===== config.mk =====
export PLATFORM = sky130hd
export DESIGN_NAME = key_sched_ctrl
export DESIGN_NICKNAME = d
export VERILOG_FILES = /design/src/rtl/key_sched_ctrl.sv
export SDC_FILE = /design/constraint.sdc
export NUM_CORES = 2
export LEC_CHECK = 0
export ABC_AREA = 1
export CAP_MARGIN = 10
export CORE_ASPECT_RATIO = 0.9
export CORE_MARGIN = 3
export CORE_UTILIZATION = 35
export CTS_BUF_LIST = sky130_fd_sc_hd__clkbuf_8
export DETAILED_ROUTE_END_ITERATION = 12
export GPL_TIMING_DRIVEN = 0
export PLACE_DENSITY = 0.54
export SKIP_LAST_GASP = 1
export SLEW_MARGIN = 25
export SYNTH_ARGS = -nofsm -noshare
export SYNTH_HDL_FRONTEND = slang
export SYNTH_SLANG_ARGS = --single-unit

===== constraint.sdc =====
create_clock -name CLK -period 17.55 [get_ports CLK]
set_input_delay 5.265 -clock CLK [delete_from_list [all_inputs] [get_ports CLK]]
set_output_delay 5.265 -clock CLK [all_outputs]
set_load 0.005 [all_outputs]

===== src/rtl/key_sched_ctrl.sv =====
// AES-128 key-schedule controller: streams round keys 0..10 through a valid/ready port.
// Define KEY_SCHED_CACHE_EN to add an 11-entry round-key cache with a random-access read port.
module key_sched_ctrl (
    input  logic         CLK,
    input  logic         RST,
    input  logic [127:0] key_in,
    input  logic         key_vld,
    output logic         key_rdy,
    input  logic         abort,
    output logic [127:0] rk_out,
    output logic [3:0]   rk_round,
    output logic         rk_last,
    output logic         rk_vld,
    input  logic         rk_rdy,
    output logic         busy
`ifdef KEY_SCHED_CACHE_EN
    ,
    input  logic [3:0]   rd_idx,
    output logic [127:0] rd_key,
    output logic         cache_vld
`endif
);

    typedef enum logic {
        IDLE,
        EMIT
    } state_t;

    state_t       state;
    logic [127:0] kreg;
    logic [3:0]   round;
    logic [7:0]   rcon;
    logic [127:0] knext;
    logic         key_hs;
    logic         rk_hs;

    function automatic logic [7:0] xtime(input logic [7:0] a);
        return {a[6:0], 1'b0} ^ (a[7] ? 8'h1B : 8'h00);
    endfunction

    function automatic logic [7:0] gmul(input logic [7:0] a, input logic [7:0] b);
        logic [7:0] p;
        logic [7:0] x;
        p = '0;
        x = a;
        for (int unsigned i = 0; i < 8; i++) begin
            if (b[i]) p = p ^ x;
            x = xtime(x);
        end
        return p;
    endfunction

    // S-box built from its definition: GF(2^8) inverse (x^254, 0 maps to 0) then the affine map.
    function automatic logic [7:0] sbox(input logic [7:0] x);
        logic [7:0] sq;
        logic [7:0] inv;
        sq  = x;
        inv = 8'h01;
        for (int unsigned i = 0; i < 7; i++) begin
            sq  = gmul(sq, sq);
            inv = gmul(inv, sq);
        end
        return inv ^ {inv[6:0], inv[7]} ^ {inv[5:0], inv[7:6]}
                   ^ {inv[4:0], inv[7:5]} ^ {inv[3:0], inv[7:4]} ^ 8'h63;
    endfunction

    function automatic logic [127:0] expand(input logic [127:0] k, input logic [7:0] rc);
        logic [31:0] w0, w1, w2, w3, rot, t;
        w0  = k[127:96];
        w1  = k[95:64];
        w2  = k[63:32];
        w3  = k[31:0];
        rot = {w3[23:0], w3[31:24]};
        t   = {sbox(rot[31:24]), sbox(rot[23:16]), sbox(rot[15:8]), sbox(rot[7:0])}
              ^ {rc, 24'h000000};
        w0  = w0 ^ t;
        w1  = w1 ^ w0;
        w2  = w2 ^ w1;
        w3  = w3 ^ w2;
        return {w0, w1, w2, w3};
    endfunction

    assign knext = expand(kreg, rcon);

    assign key_rdy  = (state == IDLE) && !abort && !RST;
    assign rk_vld   = (state == EMIT);
    assign busy     = (state == EMIT);
    assign rk_out   = kreg;
    assign rk_round = round;
    assign rk_last  = (state == EMIT) && (round == 4'd10);

    assign key_hs = key_vld && key_rdy;
    assign rk_hs  = rk_vld && rk_rdy && !abort && !RST;

    always_ff @(posedge CLK) begin
        if (RST) begin
            state <= IDLE;
            kreg  <= '0;
            round <= '0;
            rcon  <= 8'h01;
        end else if (abort) begin
            state <= IDLE;
        end else begin
            case (state)
                IDLE: begin
                    if (key_vld) begin
                        kreg  <= key_in;
                        round <= '0;
                        rcon  <= 8'h01;
                        state <= EMIT;
                    end
                end
                EMIT: begin
                    if (rk_rdy) begin
                        if (round == 4'd10) begin
                            state <= IDLE;
                        end else begin
                            kreg  <= knext;
                            rcon  <= xtime(rcon);
                            round <= round + 4'd1;
                        end
                    end
                end
                default: state <= IDLE;
            endcase
        end
    end

`ifdef KEY_SCHED_CACHE_EN
    logic [127:0] cache [0:10];

    always_ff @(posedge CLK) begin
        if (RST) begin
            cache_vld <= 1'b0;
            for (int unsigned i = 0; i < 11; i++) cache[i] <= '0;
        end else if (abort || key_hs) begin
            cache_vld <= 1'b0;
        end else if (rk_hs) begin
            cache[round] <= kreg;
            if (round == 4'd10) cache_vld <= 1'b1;
        end
    end

    always_comb begin
        rd_key = '0;
        if (rd_idx <= 4'd10) rd_key = cache[rd_idx];
    end
`endif

endmodule


==> results.cfg <==
[detailed_routing]
drt_iter0_drc = 8137
routed_via_density = 5.037
wl_um = 297600
first_pass_iters = 7
drc = 0
num_vias = 89910
wl_per_cell_um = 16.67
ant_nets = 0

[timing]
rsz0062_at_grt = no
hold_viol_final = 0
fin_crit_sh = 0.9206
timing.fmax_mhz = 61.90
relSlewSlack = 0.2342
fin_crit_ns = 16.16
setup_tns_ns = 0
final-max-slew-violation-count = 0
tightestPinTransition_ns = 1.149
setup_viol_count_final = 0
skew_ns = 0.03036

[setup_path]
cp-start-kind = flip-flop
worstSetupPathType = flip-flop to flip-flop
critPathMaxFanout = 10
cp-end-kind = flip-flop
slowest_delay_ns = 0.83
cpMaxStageDelayCell = xor2_1
cp_data_required_time_ns = 18.00
critPathArrivalTime_ns = 16.61
reg2reg_depth = 107
crit_path_frequent_cell = nand2_1

[clock_network]
cts_root_buf = clkbuf_8
cts_hold_buffers = 0
cts_tree = done
cts.path.max_buffers = 2
numCtsBuffers = 17
clk_latency_ns = 0.52
htree_levels = 4
clk_pin_slew_worst_paths_ns = 0.12
clock-sinks = 141

[synth]
synth_enable_flop_cells = 0
syn_nets = 14960
synth_cell_types = 57
ys_ff_latch = 141
synth_warnings = 0
syn_inst = 14810
ys.flop_type = dfxtp_1
syn_area_per_cell_um2 = 4.932
async_flop_share = 0
ys_seq_area_frac = 0.03866
synthesis.area_um2 = 73010

[hold_path]
hold_depth = 2
hold_class = flip-flop to flip-flop

[grt]
gr-usage-all-layers = 0.2647
grt_pass1_wl_um = 455900
grt_pass1_vias = 78810
grt_max_degree = 17
antenna_found_initial = 31
grt_overflow_total = 0

[die]
rows = 158
die_w_um = 487.4
io_pins = 269
core_region_area_um2 = 206800
start_util = 0.3531
dieArea_um2 = 214100
fp.dieH_um = 439.3

[placed_design]
place_hpwl_um = 243300
io_buffers = 267
gp_congestion = 1.004

[run_status]
status = finished clean

[cells_and_area]
final_layout_size_suffix_gt1_frac = 0.06759
nets = 15250
syn_to_final_growth_pct = 9.021

[flow_run]
maxCapViolCount = 0
## critical path: cells and delay by family, from the launching register on
kind	cells	cell delay [ns]
flops	1	0.46
simple gates	79	9.77
fa+ha+maj	4	1.34
compound gates	3	0.44
xor+xnor	3	1.23
buf+inv	18	2.80
## per-layer routing
metal | up-vias | global-route usage | part of all wire
li1 | 46630 | - | -
met1 | 39950 | 0.3577 | 0.45
met2 | 2919 | 0.4254 | 0.44
met3 | 412 | 0.02105 | 0.062
met4 | 2 | 0.1243 | 0.053
met5 | - | 0 | 0.000044
## registers in the layout, summed over array words and instances (netlist names)
name	flops
busy	1
rk_out	128
rk_round	4
rcon	8
## area by class of cell
cell class,count,area (um2)
timing repair buffer,269,2688
buffer,367,2101
clock buffer,17,234.0
fill,23780,127200
inverter,1658,6246
antenna,24,60.06
multi-input combinational,12640,61910
sequential,141,2823
clock inverter,15,132.6
tap,2720,3403
## logic make-up after synthesis
| logic type | Yosys count | share of synthesized area |
|---|---|---|
| fa+ha+maj | 21 | 0.003599 |
| flops | 141 | 0.03866 |
| xor+xnor | 1384 | 0.1779 |
| compound gates | 616 | 0.04654 |
| buf+inv | 2026 | 0.1142 |
| simple gates | 10620 | 0.6191 |
## synth_stat cells (21+ instances only)
cell type | count | area, um2
dfxtp_1 | 141 | 2823
clkinv_1 | 28 | 105.1
xor2_2 | 62 | 1008
nand2_1 | 6474 | 24300
clkbuf_1 | 116 | 435.4
buf_2 | 122 | 610.6
o211ai_1 | 66 | 495.5
xor2_1 | 902 | 7900
nand3_1 | 2103 | 10530
buf_6 | 38 | 427.9
nand4_1 | 131 | 819.5
o21bai_1 | 32 | 240.2
ha_1 | 21 | 262.8
or2_1 | 51 | 319.1
nand3_2 | 25 | 250.2
xnor2_1 | 381 | 3337
nand3b_1 | 206 | 1546
o21ai_0 | 204 | 1021
o21ai_1 | 72 | 360.4
buf_4 | 72 | 540.5
nor2_1 | 1191 | 4471
xnor2_2 | 27 | 439.2
nand2_4 | 29 | 326.6
or2_2 | 32 | 200.2
inv_2 | 193 | 724.4
inv_1 | 1428 | 5360
nand2_2 | 316 | 1977
a21oi_1 | 210 | 1051
## layout by cell type (no fill, tap or decap), types with 193 or more instances in the layout
master              n
a21oi_1           210
clkdlybuf4s50_1   267
inv_1            1429
inv_2             193
nand2_1          6469
nand2_2           321
nand3_1          2102
nand3b_1          206
nor2_1           1191
o21ai_0           204
xnor2_1           380
xor2_1            899
## per-stage QoR
stage	instances	area, um2	hold slack [ns]	util	worst slack, ns
2_1_floorplan	14810	73010	0.4707	-	5.028
3_3_place_gp	17790	79090	0.4867	0.3825	0.5114
5_1_grt	17850	79590	0.5285	0.3849	0.09287
6_report	17850	79600	0.4940	0.3849	1.394
3_5_place_dp	17790	79110	0.4792	0.3826	0.6278
4_1_cts	17820	79470	0.4927	0.3843	0.5155
## repair_timing
| action | in CTS | in global routing |
|---|---|---|
| gates resized for setup | 0 | 17 |
| setup endpoints to repair | 0 | 32 |
| buffers inserted | 0 | 2 |
## final timing paths
kind,start,to,slack (ns)
setup / recovery,rk_out[23]$_SDFFE_PP0P_,rk_out[61]$_SDFFE_PP0P_,1.39
hold / removal,rk_out[71]$_SDFFE_PP0P_,rk_out[71]$_SDFFE_PP0P_,0.49
setup reg to reg,rk_out[23]$_SDFFE_PP0P_,rk_out[61]$_SDFFE_PP0P_,1.39
hold reg to reg,rk_out[71]$_SDFFE_PP0P_,rk_out[71]$_SDFFE_PP0P_,0.49
Power is left out: the tool's default activity adds up to more than one toggle a clock period on the data nets, which glitch-free logic cannot reach.
